## src/rtl/mouse_pkg.sv

```systemverilog
// Purpose : shared state encoding and PS/2 mouse protocol constants for the mouse master.
// Latency : n/a (types, constants and pure helper functions only).
// Backpressure: n/a.
package mouse_pkg;

   typedef enum logic [3:0] {
      SEND_RST      = 4'd0,
      WAIT_SENT_RST = 4'd1,
      WAIT_ACK_RST  = 4'd2,
      WAIT_SELFTEST = 4'd3,
      WAIT_ID       = 4'd4,
      SEND_EN       = 4'd5,
      WAIT_SENT_EN  = 4'd6,
      WAIT_ACK_EN   = 4'd7,
      WAIT_STATUS   = 4'd8,
      WAIT_DX       = 4'd9,
      WAIT_DY       = 4'd10,
      PUBLISH       = 4'd11
   } master_state_t;

   localparam logic [7:0] CMD_RESET    = 8'hFF;
   localparam logic [7:0] CMD_ENABLE   = 8'hF4;
   localparam logic [7:0] RSP_ACK      = 8'hFA;
   localparam logic [7:0] RSP_SELFTEST = 8'hAA;
   localparam logic [7:0] RSP_ID       = 8'h00;

   // States in which the receiver is listening for a byte from the mouse.
   function automatic logic is_read_state(input master_state_t s);
      return (s == WAIT_ACK_RST) || (s == WAIT_SELFTEST) || (s == WAIT_ID) ||
             (s == WAIT_ACK_EN)  || (s == WAIT_STATUS)   || (s == WAIT_DX) ||
             (s == WAIT_DY);
   endfunction

endpackage

```

## src/rtl/mouse_timeout_ctr.sv

```systemverilog
// Purpose : counts cycles spent in the current state; flags when the wait budget is used up.
// Latency : expire asserts in the TIMEOUT_CYCLES-th cycle after the last clear.
// Backpressure: none; saturates at the limit until cleared.
// Ports   : CLK, RESET (async active-low), clear (restart count), expire (limit reached).
module mouse_timeout_ctr #(
   parameter int TIMEOUT_CYCLES = 5_000_000
) (
   input  logic CLK,
   input  logic RESET,
   input  logic clear,
   output logic expire
);

   localparam int W = $clog2(TIMEOUT_CYCLES + 1);
   localparam logic [W-1:0] LAST = W'(TIMEOUT_CYCLES - 1);

   logic [W-1:0] r_cnt;

   always_ff @(posedge CLK or negedge RESET) begin
      if (!RESET)
         r_cnt <= '0;
      else if (clear)
         r_cnt <= '0;
      else if (r_cnt != LAST)
         r_cnt <= r_cnt + 1'b1;
   end

   // First cycle after a clear reads 0, so LAST is hit after exactly
   // TIMEOUT_CYCLES cycles in the same state.
   assign expire = (r_cnt == LAST);

endmodule

```

## src/rtl/mouse_master_fsm.sv

```systemverilog
// Purpose : PS/2 mouse host controller: reset/enable handshake, then 3-byte packet capture and publish.
// Latency : MOUSE_* and SEND_INTERRUPT valid one cycle after the BYTE_READ of the DY byte.
// Backpressure: none; waits are bounded by TIMEOUT_CYCLES (WAIT_STATUS waits forever).
// Ports   : CLK/RESET (async active-low); SEND_BYTE/BYTE_TO_SEND/BYTE_SENT to the transmitter;
//           READ_ENABLE/BYTE_READ/BYTE_IN/BYTE_ERROR_CODE from the receiver;
//           MOUSE_STATUS/DX/DY + SEND_INTERRUPT published packet; MASTER_STATE debug.
module mouse_master_fsm
   import mouse_pkg::*;
#(
   parameter int TIMEOUT_CYCLES = 5_000_000
) (
   input  logic       CLK,
   input  logic       RESET,
   output logic       SEND_BYTE,
   output logic [7:0] BYTE_TO_SEND,
   input  logic       BYTE_SENT,
   output logic       READ_ENABLE,
   input  logic       BYTE_READ,
   input  logic [7:0] BYTE_IN,
   input  logic [1:0] BYTE_ERROR_CODE,
   output logic [7:0] MOUSE_STATUS,
   output logic [7:0] MOUSE_DX,
   output logic [7:0] MOUSE_DY,
   output logic       SEND_INTERRUPT,
   output logic [3:0] MASTER_STATE
);

   master_state_t r_state, w_next;
   logic          w_read_en, w_rd, w_err, w_expire, w_load_out;
   logic          r_send_byte, r_send_int;
   logic [7:0]    r_byte_to_send, r_status_sh, r_dx_sh;
   logic [7:0]    r_status, r_dx, r_dy;

   assign w_read_en = is_read_state(r_state);
   assign w_rd      = BYTE_READ & w_read_en;
   assign w_err     = |BYTE_ERROR_CODE;

   mouse_timeout_ctr #(.TIMEOUT_CYCLES(TIMEOUT_CYCLES)) u_timeout (
      .CLK    (CLK),
      .RESET  (RESET),
      .clear  (w_next != r_state),
      .expire (w_expire)
   );

   always_ff @(posedge CLK or negedge RESET) begin
      if (!RESET)
         r_state <= SEND_RST;
      else
         r_state <= w_next;
   end

   // A received byte takes priority over a timeout in the same cycle.
   always_comb begin
      w_next = r_state;
      unique case (r_state)
         SEND_RST:      w_next = WAIT_SENT_RST;
         WAIT_SENT_RST: if (BYTE_SENT) w_next = WAIT_ACK_RST;
                        else if (w_expire) w_next = SEND_RST;
         WAIT_ACK_RST:  if (w_rd) w_next = (!w_err && BYTE_IN == RSP_ACK) ? WAIT_SELFTEST : SEND_RST;
                        else if (w_expire) w_next = SEND_RST;
         WAIT_SELFTEST: if (w_rd) w_next = (!w_err && BYTE_IN == RSP_SELFTEST) ? WAIT_ID : SEND_RST;
                        else if (w_expire) w_next = SEND_RST;
         WAIT_ID:       if (w_rd) w_next = (!w_err && BYTE_IN == RSP_ID) ? SEND_EN : SEND_RST;
                        else if (w_expire) w_next = SEND_RST;
         SEND_EN:       w_next = WAIT_SENT_EN;
         WAIT_SENT_EN:  if (BYTE_SENT) w_next = WAIT_ACK_EN;
                        else if (w_expire) w_next = SEND_RST;
         WAIT_ACK_EN:   if (w_rd) w_next = (!w_err && BYTE_IN == RSP_ACK) ? WAIT_STATUS : SEND_RST;
                        else if (w_expire) w_next = SEND_RST;
         // Bit 3 of a status byte is always 1; anything else is a misaligned byte.
         WAIT_STATUS:   if (w_rd && !w_err && BYTE_IN[3]) w_next = WAIT_DX;
         WAIT_DX:       if (w_rd) w_next = w_err ? WAIT_STATUS : WAIT_DY;
                        else if (w_expire) w_next = WAIT_STATUS;
         WAIT_DY:       if (w_rd) w_next = w_err ? WAIT_STATUS : PUBLISH;
                        else if (w_expire) w_next = WAIT_STATUS;
         PUBLISH:       w_next = WAIT_STATUS;
         default:       w_next = SEND_RST;
      endcase
   end

   // Outputs are loaded on the edge that enters PUBLISH, so they are visible
   // during the single PUBLISH cycle together with SEND_INTERRUPT.
   assign w_load_out = (r_state == WAIT_DY) && (w_next == PUBLISH);

   // Command pulse is registered one cycle behind SEND_RST/SEND_EN so that the
   // outputs are clean zeros while reset holds the FSM in SEND_RST.
   always_ff @(posedge CLK or negedge RESET) begin
      if (!RESET) begin
         r_send_byte    <= 1'b0;
         r_byte_to_send <= 8'h00;
         r_status_sh    <= 8'h00;
         r_dx_sh        <= 8'h00;
         r_status       <= 8'h00;
         r_dx           <= 8'h00;
         r_dy           <= 8'h00;
         r_send_int     <= 1'b0;
      end else begin
         r_send_byte <= (r_state == SEND_RST) || (r_state == SEND_EN);
         if (r_state == SEND_RST) r_byte_to_send <= CMD_RESET;
         if (r_state == SEND_EN)  r_byte_to_send <= CMD_ENABLE;
         if (r_state == WAIT_STATUS && w_next == WAIT_DX) r_status_sh <= BYTE_IN;
         if (r_state == WAIT_DX && w_next == WAIT_DY)     r_dx_sh     <= BYTE_IN;
         if (w_load_out) begin
            r_status <= r_status_sh;
            r_dx     <= r_dx_sh;
            r_dy     <= BYTE_IN;
         end
         r_send_int <= w_load_out;
      end
   end

   assign SEND_BYTE      = r_send_byte;
   assign BYTE_TO_SEND   = r_byte_to_send;
   assign READ_ENABLE    = w_read_en;
   assign MOUSE_STATUS   = r_status;
   assign MOUSE_DX       = r_dx;
   assign MOUSE_DY       = r_dy;
   assign SEND_INTERRUPT = r_send_int;
   assign MASTER_STATE   = r_state;

endmodule

```

## config.mk

```make
export PLATFORM = sky130hd
export DESIGN_NAME = mouse_master_fsm
export DESIGN_NICKNAME = d
export VERILOG_FILES = /design/src/rtl/mouse_pkg.sv /design/src/rtl/mouse_timeout_ctr.sv /design/src/rtl/mouse_master_fsm.sv
export SDC_FILE = /design/constraint.sdc
export NUM_CORES = 1
export LEC_CHECK = 0
export CAP_MARGIN = 20
export CORE_UTILIZATION = 48
export CTS_CLUSTER_SIZE = 28
export DETAILED_ROUTE_END_ITERATION = 6
export HOLD_SLACK_MARGIN = 0.06
export PLACE_DENSITY = 0.72
export SETUP_SLACK_MARGIN = 0.05
export SKIP_CTS_REPAIR_TIMING = 1
export SLEW_MARGIN = 30
export SYNTH_ARGS = -nofsm -noshare
export SYNTH_HDL_FRONTEND = slang
export SYNTH_SLANG_ARGS = --single-unit
```

## constraint.sdc

```tcl
create_clock -name CLK -period 7.1 [get_ports CLK]
set_input_delay 0.71 -clock CLK [delete_from_list [all_inputs] [get_ports CLK]]
set_output_delay 0.71 -clock CLK [all_outputs]
set_load 0.005 [all_outputs]
```

After elaboration in Yosys (flattened, before gate mapping)
Cells that the tools add are included.
- $add $sub $neg: 1
- eq/ne operators: 19
- mux-type cells: 22
- bitwise logic cells: 1
- reduce and logical (&&, ||, !) cells: 21
- operators with widths (cell ; count):
    two-way mux 4 bit ; 12
    one-hot mux 4 bit (12 select lines) ; 1
    two-way mux 23 bit ; 2
    == test 4 bit, second input constant ; 7
    adder 23 x 1 -> 23 bit, second input constant ; 1
    == test 23 bit, second input constant ; 1
    inequality test 23 bit, second input constant ; 1
    == test 4 x 3 -> 1 bit, second input constant ; 4
    == test 8 bit, second input constant ; 2
    two-way mux 8 bit ; 2
    == test 4 x 2 -> 1 bit, second input constant ; 2
    logical AND 1 bit ; 8
    logical NOT 8 bit ; 1
    logical OR 1 bit ; 7
    two-way mux 2 bit ; 3
    two-way mux 3 bit ; 2
    == test 4 x 1 -> 1 bit, second input constant ; 1
    logical NOT 4 bit ; 1
    inequality test 4 bit ; 1
    nonzero test 2 bit ; 2
    OR reduction 2 bit ; 1
    bitwise AND 1 bit ; 1
    logical NOT 1 bit ; 1
- bits in registers: 77
- input port bits: 14
- output and inout port bits: 39
- logic and storage cells: 74

Longest topological paths before layout
Gate-level depths: netlist of run 1.
- depth in word-level cells: 14
- gate-level depth with buffers: 10
- mapped depth without buffers: 7

By module
From an unflattened synthesis of run 1, not the netlist that was laid out.
- cell total of the unflattened synthesis: 317
- area, all modules: 3507.1 um2
- by module, submodules not included (module ; times used ; cells each ; area each (um2) ; sequential area each (um2)):
    mouse_master_fsm ; 1 ; 189 ; 2268.4 ; 1201.2
    mouse_timeout_ctr ; 1 ; 128 ; 1238.7 ; 575.6

Worst setup path before layout of run 1
OpenSTA, ideal clock, no wires.
- kind: input to register
- from: input port BYTE_ERROR_CODE[1]
- to: register u_timeout.r_cnt[10]
- library setup time: 0.127 ns
- arrival: 2.575 ns
- slack: 4.398 ns
- stages on the path: 7
- buffers on the path: 1
- path through: or4_1 > or3_1 > nor4b_1 > a21oi_1 > a21oi_2 > buf_2 > nor3_2
- cells in the longest elaborated chain, start to end: 8
- ends and longest elaborated chain (element ; line ; RTL):
    from (decl) ; mouse_master_fsm.sv:20 ; input logic [1:0] BYTE_ERROR_CODE,
    OR reduction 2 bit * ; mouse_master_fsm.sv:36 ; assign w_err = |BYTE_ERROR_CODE;
    logical NOT 1 bit ; n/a ;
    logical AND 1 bit (on tied branches) ; n/a ;
    two-way mux 3 bit (tied with other cells) ; mouse_master_fsm.sv:63 ; WAIT_ID: if (w_rd) w_next = (!w_err && BYTE_IN == RSP_ID) ? SEND_EN : SEND_RST;
    two-way mux 4 bit (on tied branches) ; n/a ;
    one-hot mux 4 bit (12 select lines) * ; mouse_master_fsm.sv:55 ; unique case (r_state)
    inequality test 4 bit * ; mouse_master_fsm.sv:41 ; .clear (w_next != r_state),
    two-way mux 23 bit / nonzero test 2 bit (equally long branches) ; n/a ;
    to (signal assigned) ; mouse_timeout_ctr.sv:25 ; r_cnt <= r_cnt + 1'b1;
    to (decl) ; mouse_timeout_ctr.sv:17 ; logic [W-1:0] r_cnt;
Every way passes the cells marked *; elsewhere a longest branch is shown, timed or not.
A chain may end at the register's enable or synchronous reset.

Worst setup path in the final report of run 1
- from: input port BYTE_ERROR_CODE[1]
- to: register u_timeout.r_cnt[18]
The elaborated chain is that of the path after synthesis.

==> impl_metrics.py, run 1 <==
metrics = {
    "worst_setup_path": {
        "crit_path_top_delay_cell": "or4_1",
        "crit_type": "input port to register",
        "start_kind": "input port",
        "r2r_cells": 6,
        "crit_cells": 7,
        "crit_chain": "clkdlybuf4s50_1 > or4_1 > nor4_1 > a21oi_1 > a32oi_1 > o2111ai_4 > nor3_1",
        "critical_path_peak_fanout": 23,
        "worst_path_largest_cell_delay_ns": 0.64,
        "endpoint_kind": "register",
        "cp.required_ns": 7.35,
        "crit_buf_inv": 1,
        "worstPathArrival_ns": 3.47,
        "crit_family": "simple AND/OR/NAND/NOR gates",
    },
    "sta": {
        "setup_viol": 0,
        "rsz0062_at_grt": "false",
        "fmax_ghz": 0.310,
        "min_period_ns": 3.23,
        "fin_crit_sh": 0.454,
        "tns_ns": 0,
        "skew_ns": 0.00972,
        "max_slew.worst_pin.slew_ns": 0.928,
        "hold_viol": 0,
        "drv_slew": 0,
        "max_slew_margin": 0.381,
    },
    "clocking": {
        "cts_buffers": 9,
        "clock_latency_ns": 0.35,
        "cts_root_buf": "clkbuf_8",
        "clock_path_buffers": 2,
        "clk_pin_slew_ns": 0.08,
        "htree_levels": 3,
        "clock_sinks": 71,
        "cts_tree": "yes",
    },
    "yosys": {
        "synth_edf_count": 0,
        "ys_types": 58,
        "async_reset_ff_frac": 1.00,
        "synth_warnings": 0,
        "synth_area_per_cell_um2": 11.1,
        "synthCells": 337,
        "ys_ff_latch": 71,
        "synth_flop_cell": "dfrtp_1",
        "syn-num-nets": 352,
        "synthesis.area_um2": 3730,
        "synth-seq-area-share": 0.477,
    },
    "final_layout": {
        "regArea_um2": 1780,
        "fillers": 616,
        "area_delta_synth_final_pct": 20.2,
        "multi_input_area_um2": 1790,
        "drive_above_1_share": 0.241,
        "final_nets": 392,
        "fin_area_um2": 4480,
        "antennaDiodeCount": 0,
        "instances_no_fill": 481,
    },
    "floorplan": {
        "chipHeight_um": 90.1,
        "fp-row-count": 31,
        "fp.coreArea_um2": 7370,
        "initial_utilization": 0.506,
        "die-area_um2": 8120,
        "io_pins": 53,
        "fp.dieW_um": 90.1,
    },
    "detailed_routing": {
        "initialDrtViolationCount": 181,
        "drcViolationCount": 0,
        "vias_per_cell": 5.72,
        "wire_per_inst_um": 16.6,
        "via_count": 2753,
        "ant_nets": 0,
        "routed_wl_um": 7970,
        "drtPass1Iterations": 4,
    },
    "power_and_ir_drop": {
        "vdd_drop_max_mv": 0.132,
        "p_leak_uw": 0.00185,
        "powerDensity_nw_per_um2": 253,
    },
    "placed_design": {
        "place.gp.congestion": 0.874,
        "dp_cells": 465,
        "placed_area_um2": 4250,
        "dpl.hpwl_um": 5290,
        "port_buffers": 52,
    },
    "global_route": {
        "grtUsageMet2": 0.344,
        "gr-max-usage-layer": "met2",
        "grt_pass1_wl_um": 14000,
        "grtUsageMet1": 0.287,
        "antenna_found_initial": 0,
        "gr-total-overflow": 0,
        "grt_pass1_vias": 2778,
        "grt_usage": 0.214,
        "grt_max_degree": 72,
        "grt_util_met3": 0.0499,
    },
    "run_status": {
        "outcome": "finished clean",
    },
    "min_path": {
        "holdCritPathClass": "input port to async pin",
    },
    "flow_run": {
        "maxCapViolations": 0,
    },
}
-- path summary, 6_finish.rpt --
kind | slack (ns) | end | from
max | 3.87 | u_timeout.r_cnt[18] | BYTE_ERROR_CODE[1]
min | 0.46 | r_status_sh[3] | RESET
max reg2reg | 3.91 | u_timeout.r_cnt[18] | u_timeout.r_cnt[12]
min reg2reg | 0.51 | r_status_sh[4] | r_status_sh[4]
max in group asynchronous | 6.20 | u_timeout.r_cnt[19] | RESET
min in group CLK | 0.51 | r_status_sh[4] | r_status_sh[4]
-- power breakdown --
part,internal (uW),switching [uW]
sequential,419,54.4
clock,203,169
combinational,120,168
total,741,392
-- kinds of logic (layout without fill, tap and decap cells) --
family | Yosys count | after routing | synth area share
XOR/XNOR | 22 | 22 | 0.0517
buffers and inverters | 31 | 76 | 0.0450
AO/OA/AOI/OAI | 41 | 41 | 0.0819
AND/OR/NAND/NOR | 131 | 131 | 0.221
multiplexers | 40 | 40 | 0.121
adder cells (fa/ha/maj) | 1 | 1 | 0.00336
flip-flops | 71 | 71 | 0.477
-- synth_stat cells (all sizes together), types with 3 or more instances --
cell type  instances  area share
nand4              6       0.010
nand3              7      0.0094
clkbuf            10       0.010
or3                4      0.0067
o21ai             10       0.013
mux2              39        0.12
nor4               7       0.013
xnor2             21       0.049
nand2b             4      0.0067
inv                5      0.0050
dfrtp             71        0.48
a31oi              3      0.0050
a21oi              9       0.016
or4b               3      0.0081
nor3              37       0.078
and3               4      0.0067
or4                5       0.010
nor2              24       0.024
nand2             14       0.014
or2                4      0.0067
buf               16       0.030
-- per-stage QoR --
step / setup WS [ns] / power (uW) / hold slack [ns] / utilization
after global placement: 3.62 / 761 / 0.447 / 0.576
after floorplan: 4.40 / 689 / 0.414 / -
after global routing: 3.67 / 1200 / 0.508 / 0.608
final: 3.87 / 1130 / 0.460 / 0.608
after detailed placement: 3.52 / 768 / 0.484 / 0.576
after CTS: 3.89 / 1140 / 0.504 / 0.607
-- sequential cells by signal, indices dropped and copies added (netlist names) --
signal	count
r_status_sh	8
SEND_INTERRUPT	1
MOUSE_DY	8
r_dx_sh	8
SEND_BYTE	1
MOUSE_DX	8
u_timeout.r_cnt	23
MOUSE_STATUS	8
MASTER_STATE	4
BYTE_TO_SEND	2
-- placed cells by master (no fill, tap or decap), types with 7 or more instances in the layout --
cell	count
nand3_1	7
dfrtp_1	71
o21ai_0	9
clkbuf_8	9
a21oi_1	7
nand2_1	14
clkdlybuf4s50_1	51
mux2_2	39
nor3_2	21
nor3_1	16
xnor2_1	21
nor2_1	24
-- per-layer routing --
metal	part of all wire	wire length [um]	vias up
met2	0.48	3860	53
li1	-	-	1303
met5	0	0	-
met3	0.032	257	13
met4	0.018	147	0
met1	0.46	3710	1384
-- worst reg2reg max path, stage by stage (launching register included) --
cell       delay [ns]
dfrtp_1          0.42
or4b_1           0.53
or4_1            0.65
or2_0            0.45
a21oi_4          0.21
o2111ai_4        0.46
nor3_1           0.37
-- cell type report --
| class | count | share of cell area |
|---|---|---|
| Inverter | 5 | 0.00419 |
| Clock inverter | 7 | 0.0232 |
| Clock buffer | 9 | 0.0277 |
| Tap cell | 99 | 0.0277 |
| Timing Repair Buffer | 55 | 0.121 |
| Sequential cell | 71 | 0.397 |
| Multi-Input combinational cell | 235 | 0.400 |
(Power assumes the default switching activity.)
==> run 2, diff against run 1 <==
==> constraint.sdc (replaced) <==
create_clock -name CLK -period 3.15 [get_ports CLK]
set_input_delay 0.315 -clock CLK [delete_from_list [all_inputs] [get_ports CLK]]
set_output_delay 0.315 -clock CLK [all_outputs]
set_load 0.005 [all_outputs]
==> run 2 against run 1 <==
Clock skew shrank 0.0015 ns. Critical path depth shrank 1. Final cell count grew 1.7%. Sequential cell count is the same. Total power grew 120%. Combinational power grew to 2.8 times the previous value. Clock-buffer cell count grew 1.
==> impl_metrics.py, run 2 (synthesized netlist as in run 1, its figures left out) <==
metrics = {
    "sta": {
        "hold_viol": 0,
        "setup_viol": 0,
        "rsz0062_at_grt": "false",
        "max_slew_margin": 0.427,
        "min_period_ns": 2.95,
        "tns_ns": 0,
        "fmax_ghz": 0.339,
        "skew_ns": 0.00818,
        "fin_crit_sh": 0.936,
        "max_slew.worst_pin.slew_ns": 0.860,
        "drv_slew": 0,
    },
    "clocking": {
        "clock_path_buffers": 2,
        "clock_latency_ns": 0.34,
        "htree_levels": 3,
        "cts_tree": "yes",
        "clock_sinks": 71,
        "clk_pin_slew_ns": 0.08,
        "cts_root_buf": "clkbuf_8",
        "cts_buffers": 9,
    },
    "worst_setup_path": {
        "worstPathArrival_ns": 3.21,
        "cp.required_ns": 3.41,
        "endpoint_kind": "register",
        "crit_type": "register to register",
        "critical_path_peak_fanout": 11,
        "start_kind": "register",
    },
    "placed_design": {
        "place.gp.congestion": 0.845,
        "dpl.hpwl_um": 5370,
        "port_buffers": 52,
    },
    "final_layout": {
        "top_register": "u_timeout.r_cnt",
        "final_nets": 401,
        "area_delta_synth_final_pct": 21.5,
        "antennaDiodeCount": 0,
        "final_cell_mix": "dfrtp_1, clkdlybuf4s50_1, mux2_2",
        "drive_above_1_share": 0.254,
        "largest_reg_flops": 23,
        "finish.utilization": 0.614,
        "final_common_cell": "dfrtp_1",
    },
    "global_route": {
        "gr-total-overflow": 0,
        "grt_pass1_wl_um": 13700,
        "grt_max_degree": 72,
        "grt_pass1_vias": 2739,
        "grt_usage": 0.213,
        "antenna_found_initial": 0,
    },
    "detailed_routing": {
        "vias_per_cell": 5.69,
        "wire_per_inst_um": 16.5,
        "drcViolationCount": 0,
        "initialDrtViolationCount": 129,
        "routed_wl_um": 8080,
        "drtPass1Iterations": 4,
        "via_count": 2784,
        "ant_nets": 0,
    },
    "floorplan": {
        "fp.dieW_um": 90.1,
        "io_pins": 53,
        "chipHeight_um": 90.1,
        "die-area_um2": 8120,
        "initial_utilization": 0.506,
        "fp-row-count": 31,
        "fp.coreArea_um2": 7370,
    },
    "min_path": {
        "holdCritPathClass": "input port to async pin",
    },
    "power_and_ir_drop": {
        "p_leak_uw": 0.00187,
        "power_uw": 2500,
        "powerDensity_nw_per_um2": 552,
        "vdd_drop_max_mv": 0.200,
    },
    "run_status": {
        "outcome": "finished clean",
    },
    "flow_run": {
        "maxCapViolations": 0,
    },
}
run 2: cell count changes in the layout (fill, tap and decap cells not counted):
| cell | previous run | this run |
|---|---|---|
| buf_4 | 2 | 9 |
| bufinv_16 | 2 | 1 |
| inv_6 | 2 | 1 |
| inv_8 | 1 | 0 |
| buf_12 | 0 | 1 |
| clkbuf_1 | 0 | 1 |
| clkinv_2 | 0 | 1 |
| o2111ai_2 | 0 | 1 |
run 2: per-stage QoR:
stage          setup slack [ns]  std cells  instance area, um2  hold slack (ns)
2_1_floorplan             0.558        337                3730           0.0194
3_3_place_gp              0.117        473                4320            0.446
3_5_place_dp            0.00869        473                4320            0.455
4_1_cts                   0.204        488                4510            0.209
5_1_grt                  0.0636        489                4530            0.122
6_report                  0.201        489                4530           0.0516
run 2: per-layer routing:
layer	global-route usage	share of wire	up-vias	routed length, um
met5	0	0	-	0
met4	0.0847	0.015	0	122
met3	0.0313	0.040	10	321
met2	0.335	0.48	73	3910
met1	0.295	0.46	1386	3720
li1	-	-	1315	-
run 2: path summary, 6_finish.rpt:
kind	depth (start not counted)	startpoint	endpoint	slack (ns)
setup / recovery	6	u_timeout.r_cnt[10]	u_timeout.r_cnt[9]	0.20
hold / removal	2	RESET	SEND_INTERRUPT	0.05
setup reg to reg	6	u_timeout.r_cnt[10]	u_timeout.r_cnt[9]	0.20
hold reg to reg	1	r_status_sh[3]	r_status_sh[3]	0.47
max in group asynchronous	2	RESET	u_timeout.r_cnt[9]	2.63
min in group CLK	1	r_status_sh[3]	r_status_sh[3]	0.47
run 2: layout make-up:
cell class	instances	area, um2
multi-input cells	236	1810
inverters	5	18.8
fillers	614	2840
well taps	99	124
clock buffers	10	128
flip-flops and latches	71	1780
repair buffers	63	614
clock inverters	5	58.8
run 2: worst max-delay path, cell delays in order (launching register included):
cell and delay, ns:
dfrtp_1 0.42, or4b_1 0.52, or4_1 0.50, or2_0 0.40, a21oi_4 0.26, o2111ai_2 0.46, nor3_2 0.31
run 2: where the power goes:
part | switching (uW) | internal, uW | leakage [uW]
clock network | 348 | 363 | 0.0000888
registers | 43.8 | 947 | 0.000976
logic | 488 | 306 | 0.000807
==> run 3, diff against run 2 <==
--- a/config.mk
+++ b/config.mk
@@ -11,6 +11,7 @@
 export DETAILED_ROUTE_END_ITERATION = 6
 export HOLD_SLACK_MARGIN = 0.06
 export PLACE_DENSITY = 0.72
+export REMOVE_ABC_BUFFERS = 1
 export SETUP_SLACK_MARGIN = 0.05
 export SKIP_CTS_REPAIR_TIMING = 1
 export SLEW_MARGIN = 30
==> run 3 against run 2 <==
Sequential share of layout area shrank 0.41 points. Clock skew increased by 0.0058 ns. Non-clock buffer count is 5 higher. Clock-buffer cell count fell by 1. Utilization increased by 0.65 points. Maximum frequency is 4.5% higher. First-iteration DRC count is 13% higher. Critical path depth increased by 2. Cell area is 1.1% higher. Final cell count grew 1.0%. Global-route usage down 0.16 points. Highest routed layer unchanged.
==> impl_metrics.py, run 3 (synthesized netlist as in run 1, its figures left out) <==
metrics = {
    "detailed_routing": {
        "wl_met1_um": 3760,
        "ant_nets": 0,
        "initialDrtViolationCount": 146,
        "routed_wl_um": 8040,
        "drcViolationCount": 0,
        "via_count": 2756,
        "vias_per_cell": 5.58,
        "drtPass1Iterations": 4,
        "wl_met3_um": 278,
        "top_layer": "met4",
        "wire_per_inst_um": 16.3,
        "wl_met2_um": 3900,
    },
    "sta": {
        "setup_viol": 0,
        "rsz0062_at_grt": "false",
        "min_period_ns": 2.82,
        "whs_ns": 0.484,
        "hold_viol": 0,
        "finalWorstSetupSlack_ns": 0.329,
        "max_slew_margin": 0.611,
        "max_slew.worst_pin.slew_ns": 0.583,
        "skew_ns": 0.0140,
        "fmax_ghz": 0.354,
        "fin_crit_sh": 0.896,
        "drv_slew": 0,
    },
    "worst_setup_path": {
        "endpoint": "u_timeout.r_cnt[22]",
        "endpoint_kind": "register",
        "crit_chain": "ha_1 > nand4_1 > or4_1 > or2_0 > a21oi_4 > o2111ai_4 > buf_4 > nor3_1",
        "timing.rr.end": "u_timeout.r_cnt[22]",
        "crit_start": "u_timeout.r_cnt[0]",
        "r2r_slack_ns": 0.33,
        "crit_family": "simple AND/OR/NAND/NOR gates",
        "crit_path_top_delay_cell": "or4_1",
        "worst_path_largest_cell_delay_ns": 0.69,
        "cp.required_ns": 3.41,
        "crit_type": "register to register",
        "reg2reg_from": "u_timeout.r_cnt[0]",
        "worstPathArrival_ns": 3.08,
        "crit_cells": 8,
        "start_kind": "register",
        "r2r_cells": 8,
        "critical_path_peak_fanout": 23,
        "crit_buf_inv": 1,
    },
    "min_path": {
        "holdCritPathClass": "register to register",
    },
    "clocking": {
        "clock_path_buffers": 2,
        "cts_buffers": 9,
        "clk_pin_slew_ns": 0.09,
        "clock_latency_ns": 0.35,
        "cts_root_buf": "clkbuf_8",
        "cts_tree": "yes",
        "htree_levels": 3,
        "clock_sinks": 71,
    },
    "placed_design": {
        "dp_cells": 477,
        "placed_area_um2": 4350,
        "place.gp.congestion": 0.899,
        "dpl_worst_slack_ns": 0.263,
        "port_buffers": 52,
        "dpl.hpwl_um": 5620,
    },
    "global_route": {
        "grt_usage": 0.211,
        "grt_pass1_wl_um": 13600,
        "grt_max_degree": 48,
        "antenna_found_initial": 0,
        "grt_pass1_vias": 2704,
        "gr-total-overflow": 0,
    },
    "final_layout": {
        "top_register": "u_timeout.r_cnt",
        "drive_above_1_share": 0.263,
        "area_delta_synth_final_pct": 22.7,
        "final_cell_mix": "dfrtp_1, clkdlybuf4s50_1, mux2_2",
        "antennaDiodeCount": 0,
        "fin_area_um2": 4570,
        "instances_no_fill": 494,
        "final_nets": 405,
        "final_common_cell": "dfrtp_1",
        "largest_reg_flops": 23,
        "finish.utilization": 0.621,
    },
    "flow_run": {
        "maxCapViolations": 0,
    },
    "floorplan": {
        "chipHeight_um": 90.1,
        "io_pins": 53,
        "initial_utilization": 0.506,
        "fp.coreArea_um2": 7370,
        "fp.dieW_um": 90.1,
        "die-area_um2": 8120,
        "fp-row-count": 31,
    },
    "power_and_ir_drop": {
        "vdd_drop_max_mv": 0.346,
        "p_leak_uw": 0.00191,
        "powerDensity_nw_per_um2": 558,
    },
    "run_status": {
        "outcome": "finished clean",
    },
}
[run 3: final cells by class]
cell class / count / area (um2)
Tap cell: 99 / 124
Sequential cell: 71 / 1780
Timing Repair Buffer: 68 / 653
Clock inverter: 7 / 86.3
Inverter: 5 / 18.8
Clock buffer: 9 / 124
Multi-Input combinational cell: 235 / 1790
Fill cell: 624 / 2800
[run 3: worst min path at each step]
stage	startpoint	to	slack [ns]	cells after the start
after CTS	RESET	MOUSE_STATUS[3]	-0.03	1
after global placement	r_status_sh[3]	r_status_sh[3]	0.44	1
after floorplan	RESET	BYTE_TO_SEND[3]	0.02	0
after detailed placement	RESET	MOUSE_STATUS[3]	0.35	1
final	r_status_sh[3]	r_status_sh[3]	0.48	1
after global routing	r_status_sh[3]	r_status_sh[3]	0.52	1
[run 3: power by group]
| part | total (uW) | internal (uW) | switching [uW] |
|---|---|---|---|
| Combinational | 800 | 320 | 480 |
| Clock | 764 | 385 | 379 |
| Sequential | 987 | 947 | 40.1 |
[run 3: stage by stage]
stage          total power [uW]  TNS [ns]
6_report                   2550         0
2_1_floorplan              1470     -8.47
4_1_cts                    2570         0
3_3_place_gp               1780         0
3_5_place_dp               1800         0
5_1_grt                    2690         0
[run 3: layer usage]
| layer | GRT usage | vias to the layer above |
|---|---|---|
| met4 | 0.0726 | 0 |
| met5 | 0 | - |
| li1 | - | 1319 |
| met1 | 0.291 | 1358 |
| met3 | 0.0355 | 9 |
| met2 | 0.338 | 70 |
